**config.mk**
```make
export PLATFORM = sky130hd
export DESIGN_NAME = adc_readout
export DESIGN_NICKNAME = d
export VERILOG_FILES = /design/src/rtl/adc_readout.sv
export SDC_FILE = /design/constraint.sdc
export NUM_CORES = 1
export LEC_CHECK = 0
export BUFFER_PORTS_ARGS = -buffer_cell sky130_fd_sc_hd__buf_2
export CAP_MARGIN = 5
export CELL_PAD_IN_SITES_DETAIL_PLACEMENT = 2
export CELL_PAD_IN_SITES_GLOBAL_PLACEMENT = 2
export CORE_MARGIN = 8
export CORE_UTILIZATION = 35
export DETAILED_ROUTE_END_ITERATION = 16
export PLACE_DENSITY = 0.78
export SYNTH_ARGS = -nofsm -noshare
export SYNTH_HDL_FRONTEND = slang
export SYNTH_SLANG_ARGS = --single-unit
```
**constraint.sdc**
```tcl
create_clock -name clk -period 3.25 [get_ports clk]
set_input_delay 0.1625 -clock clk [delete_from_list [all_inputs] [get_ports clk]]
set_output_delay 0.1625 -clock clk [all_outputs]
set_load 0.005 [all_outputs]
```
**src/rtl/adc_readout.sv**
```systemverilog
`default_nettype none
// ============================================================================
//  Module      : adc_readout
//  Description : Serial readout engine for a SAR ADC. Each trigger pulse
//                clocks DATA_WIDTH bits out of the ADC over sck/sdo (MSB
//                first). The sample is presented on an AXI-Stream master
//                with sign extension. A frame counter drives tlast and a
//                one-cycle 'last' pulse.
//  Revision    : 1.0 - initial release
// ============================================================================
module adc_readout #(
   parameter int DATA_WIDTH = 24,   // ADC sample width, 1..32
   parameter int SCK_DIV    = 2     // sck half-period in clk cycles, >= 1
) (
   input  logic        clk,
   input  logic        resetn,
   input  logic        trigger,
   input  logic [31:0] num_samples,
   input  logic        clear,
   output logic        sck,
   input  logic        sdo,
   output logic [31:0] m_axis_tdata,
   output logic        m_axis_tvalid,
   input  logic        m_axis_tready,
   output logic        m_axis_tlast,
   output logic        last,
   output logic        overrun,
   output logic        active
);

   localparam int c_div_w = (SCK_DIV > 1) ? $clog2(SCK_DIV) : 1;
   localparam int c_bit_w = (DATA_WIDTH > 1) ? $clog2(DATA_WIDTH) : 1;
   localparam logic [c_div_w-1:0] c_div_last = c_div_w'(SCK_DIV - 1);
   localparam logic [c_bit_w-1:0] c_bit_last = c_bit_w'(DATA_WIDTH - 1);

   typedef enum logic [0:0] {
      S_IDLE  = 1'b0,
      S_SHIFT = 1'b1
   } state_t;

   state_t                 r_state;
   state_t                 w_state_nxt;

   logic                   r_sck;
   logic [c_div_w-1:0]     r_div_cnt;
   logic [c_bit_w-1:0]     r_bit_cnt;
   logic [DATA_WIDTH-1:0]  r_shift;

   logic [31:0]            r_tdata;
   logic                   r_tvalid;
   logic                   r_tlast;
   logic [31:0]            r_count;
   logic                   r_overrun;

   logic                   w_shifting;
   logic                   w_div_last;
   logic                   w_fall;
   logic                   w_period_end;
   logic                   w_done;
   logic                   w_accept;
   logic                   w_drop;
   logic                   w_trig_ovr;
   logic                   w_frame_end;
   logic [31:0]            w_sext;

   assign w_shifting   = (r_state == S_SHIFT);
   assign w_div_last   = (r_div_cnt == c_div_last);
   // sck falls at the end of the high phase: sample sdo there
   assign w_fall       = w_shifting &&  r_sck && w_div_last;
   // end of the low phase closes one full sck period
   assign w_period_end = w_shifting && !r_sck && w_div_last;
   // the readout is complete once the last period's low phase has elapsed,
   // which keeps SHIFT exactly 2*SCK_DIV*DATA_WIDTH cycles long
   assign w_done       = w_period_end && (r_bit_cnt == c_bit_last);
   assign w_accept     = r_tvalid && m_axis_tready;
   assign w_drop       = w_done && r_tvalid && !m_axis_tready;
   assign w_trig_ovr   = w_shifting && trigger;
   assign w_frame_end  = (num_samples != 32'd0) && (r_count == (num_samples - 32'd1));

   // sign-extend the captured word to the 32-bit stream width
   generate
      if (DATA_WIDTH < 32) begin : g_sext
         assign w_sext = {{(32 - DATA_WIDTH){r_shift[DATA_WIDTH-1]}}, r_shift};
      end else begin : g_full
         assign w_sext = r_shift;
      end
   endgenerate

   // state register
   always_ff @(posedge clk or negedge resetn) begin
      if (!resetn) begin
         r_state <= S_IDLE;
      end else begin
         r_state <= w_state_nxt;
      end
   end

   // next-state logic: triggers in SHIFT are ignored here and flagged as overrun
   always_comb begin
      w_state_nxt = r_state;
      case (r_state)
         S_IDLE:  if (trigger) w_state_nxt = S_SHIFT;
         S_SHIFT: if (w_done)  w_state_nxt = S_IDLE;
         default: w_state_nxt = S_IDLE;
      endcase
   end

   // sck generation, period counting and MSB-first shift register
   always_ff @(posedge clk or negedge resetn) begin
      if (!resetn) begin
         r_sck     <= 1'b0;
         r_div_cnt <= '0;
         r_bit_cnt <= '0;
         r_shift   <= '0;
      end else begin
         case (r_state)
            S_IDLE: begin
               if (trigger) begin
                  r_sck     <= 1'b1;
                  r_div_cnt <= '0;
                  r_bit_cnt <= '0;
               end
            end
            S_SHIFT: begin
               if (w_div_last) begin
                  r_div_cnt <= '0;
                  if (r_sck) begin
                     r_sck <= 1'b0;
                  end else if (!w_done) begin
                     r_sck     <= 1'b1;
                     r_bit_cnt <= r_bit_cnt + c_bit_w'(1);
                  end
               end else begin
                  r_div_cnt <= r_div_cnt + c_div_w'(1);
               end
               if (w_fall) begin
                  r_shift <= (r_shift << 1) | DATA_WIDTH'(sdo);
               end
            end
            default: r_sck <= 1'b0;
         endcase
      end
   end

   // single-entry output register with frame counter; a busy register drops the new word
   always_ff @(posedge clk or negedge resetn) begin
      if (!resetn) begin
         r_tdata  <= '0;
         r_tvalid <= 1'b0;
         r_tlast  <= 1'b0;
         r_count  <= '0;
      end else begin
         if (w_done && !w_drop) begin
            r_tdata  <= w_sext;
            r_tvalid <= 1'b1;
            r_tlast  <= w_frame_end;
            r_count  <= w_frame_end ? 32'd0 : (r_count + 32'd1);
         end else if (w_accept) begin
            r_tvalid <= 1'b0;
         end
         if (clear) begin
            r_count <= '0;
         end
      end
   end

   // sticky overrun flag; clear has priority over a coincident set
   always_ff @(posedge clk or negedge resetn) begin
      if (!resetn) begin
         r_overrun <= 1'b0;
      end else if (clear) begin
         r_overrun <= 1'b0;
      end else if (w_trig_ovr || w_drop) begin
         r_overrun <= 1'b1;
      end
   end

   assign sck           = r_sck;
   assign m_axis_tdata  = r_tdata;
   assign m_axis_tvalid = r_tvalid;
   assign m_axis_tlast  = r_tlast;
   assign last          = r_tvalid && m_axis_tready && r_tlast;
   assign overrun       = r_overrun;
   assign active        = w_shifting;

endmodule
`default_nettype wire

```
==> flow_metrics.py <==
metrics = {
    "layout": {
        "final_nets": 702,
        "n_antenna_cell": 0,
        "drive_above_1_share_pct": 20.72,
        "multi_input_area_um2": 2845,
        "final_core_util_pct": 41.29,
        "layout_commonest_cell": "nand2_1",
        "final_cell_mix": "114 x nand2_1, 91 x dfrtp_1, 74 x buf_2",
        "fillers": 1656,
        "stdcell_count": 854,
        "seq_area_um2": 2277,
        "area_growth_pct": 16.56,
    },
    "floorplan": {
        "coreArea_um2": 15030,
        "ioPinCount": 76,
        "start_util_pct": 35.42,
        "die_x_um": 139.3,
        "fp-row-count": 45,
        "die_y_um": 139.3,
        "die_area_um2": 19420,
    },
    "timing": {
        "final-hold-violation-count": 0,
        "fmaxAchievable_ghz": 0.3472,
        "tns_ns": 0,
        "slew_headroom_pct": 58.14,
        "final.min_clock_period_ns": 2.880,
        "fin_crit_sh_pct": 88.62,
        "whs_ns": 0.07985,
        "finalSetupViolCount": 0,
        "slew_violations": 0,
        "skew_ns": 0.008519,
        "rsz0062_at_grt": "false",
        "tightest_slew_ns": 0.6279,
        "setup_ws_ns": 0.3698,
    },
    "yosys": {
        "synth_edf_count": 0,
        "synth_seq_cells": 91,
        "synth_area_per_cell_um2": 8.965,
        "syn_inst": 594,
        "yosys_warnings": 0,
        "synth_async_sr_flop_share_pct": 100.0,
        "syn-num-nets": 635,
        "ys.flop_type": "dfrtp_1",
        "yosysSeqAreaShare_pct": 42.76,
        "synth_area_um2": 5325,
        "synth_cell_types": 57,
    },
    "placement": {
        "io_buffers": 75,
        "dp.cells": 837,
        "place_ws_ns": 0.1033,
        "gp_congestion": 0.8121,
        "place_hpwl_um": 12720,
    },
    "routing": {
        "drt-initial-drc-count": 113,
        "via_count": 4691,
        "ant_nets": 0,
        "drc": 0,
        "routed_via_density": 5.493,
        "drt_wl_total_um": 16860,
        "detail_route.wl_per_cell_um": 19.74,
        "firstDrtPassIters": 4,
    },
    "setup_path": {
        "start_kind": "register",
        "end_kind": "register",
        "cp.arrival_ns": 3.14,
        "cp-startpoint": "r_count[0]",
        "required_ns": 3.51,
        "worstReg2RegStart": "r_count[0]",
        "r2r_slack_ns": 0.37,
        "crit_type": "register to register",
        "critical_path.max_fanout": 6,
    },
    "global_route": {
        "grt_pass1_vias": 5439,
        "gr-total-overflow": 0,
        "antenna_found_initial": 0,
        "grt_max_degree": 47,
        "grt_pass1_wl_um": 28030,
        "grtUsageTotal_pct": 17.64,
    },
    "clock_network": {
        "worst_skew_pair.late_latency_ns": 0.34,
        "post-cts-setup-buffers": 0,
        "clock_path_buffers": 2,
        "cts-root-buf": "clkbuf_16",
        "clkTransAtPathRegs_ns": 0.07,
        "htreeDepth": 3,
        "cts_buffers": 9,
        "cts_tree": "done",
        "clkSinkCount": 91,
    },
    "min_path": {
        "worstHoldStart": "sdo",
        "holdCritPathClass": "input port to register",
    },
    "pwr": {
        "vdd_ir_drop_max_v": 0.0002680,
        "power_leakage_uw": 0.002769,
        "powerDensity_nw_per_um2": 521.6,
    },
    "flow_run": {
        "maxCapViolCount": 0,
    },
    "outcome": {
        "outcome": "finished, final reports clean",
    },
}
## per-layer routing
metal / track usage [%] / up-vias / wire, um
met5: 0 / - / 0
met4: 5.719 / 0 / 303
met3: 3.078 / 19 / 613
met2: 31.46 / 79 / 8497
met1: 21.05 / 2381 / 7443
li1: - / 2212 / -
## cells by family (layout without fill, tap and decap cells)
group / after synthesis / count (layout) / share of synthesized area (%)
and+or+nand+nor: 313 / 313 / 30.12
muxes: 27 / 27 / 5.663
DFF: 91 / 91 / 42.76
buffers and inverters: 41 / 113 / 3.900
adders and majority gates: 3 / 3 / 0.7050
xor gates and xnor gates: 55 / 55 / 9.046
AOI/OAI and AO/OA: 64 / 64 / 7.801
## through the flow
stage	cell area [um2]	power [uW]
6_report	6207	3238
5_1_grt	6207	3412
4_1_cts	6207	3299
3_5_place_dp	5868	2117
3_3_place_gp	5868	2040
2_1_floorplan	5325	1851
## synth_stat cells (all sizes together), types with 15 or more instances
| master | number | area (um2) |
|---|---|---|
| nand2 | 115 | 431.7 |
| dfrtp | 91 | 2277 |
| nor2 | 42 | 157.7 |
| nand3 | 34 | 170.2 |
| xnor2 | 34 | 297.8 |
| mux2 | 25 | 281.5 |
| nor3 | 22 | 121.4 |
| xor2 | 21 | 183.9 |
| clkbuf | 18 | 68.81 |
| o21ai | 17 | 85.08 |
| nand4 | 15 | 108.9 |
## registers in the layout, summed over array words and instances, names as in the netlist
signal / cells
active: 1
m_axis_tdata: 24
m_axis_tlast: 1
m_axis_tvalid: 1
overrun: 1
r_bit_cnt: 5
r_count: 32
r_div_cnt: 1
r_shift: 24
sck: 1
## final cells by class
cell class	count	area share, %
Inverter	10	0.6047
Clock buffer	13	4.193
Clock inverter	3	1.109
Tap cell	188	3.790
Sequential cell	91	36.69
Multi-Input combinational cell	462	45.84
Timing Repair Buffer	87	7.781
## worst max-delay path, stage by stage (launching register included)
cell and delay [ns]:
dfrtp_1 0.44, ha_1 0.22, and3_1 0.25, nand4_1 0.23
or4_1 0.67, nor2_1 0.19, nand3_1 0.25, or3_1 0.42
o21ai_1 0.14
## report_power, final
group | internal, uW | switching (uW) | total (uW)
clock network | 720 | 441 | 1160
logic | 303 | 305 | 608
registers | 1310 | 154 | 1470
## worst paths after layout
kind                                    end  cells past startpoint
setup / recovery                r_count[28]                      8
setup reg to reg                r_count[28]                      8
hold / removal                   r_shift[0]                      2
max in group asynchronous       r_count[14]                      3
min in group asynchronous        r_shift[5]                      2
hold reg to reg            m_axis_tdata[18]                      2
## repair_timing
item,in CTS,in global routing
hold endpoints to repair,44,0
resized for setup,0,0
hold buffers,1,0
No activity file was read; power rests on OpenSTA's default activity.
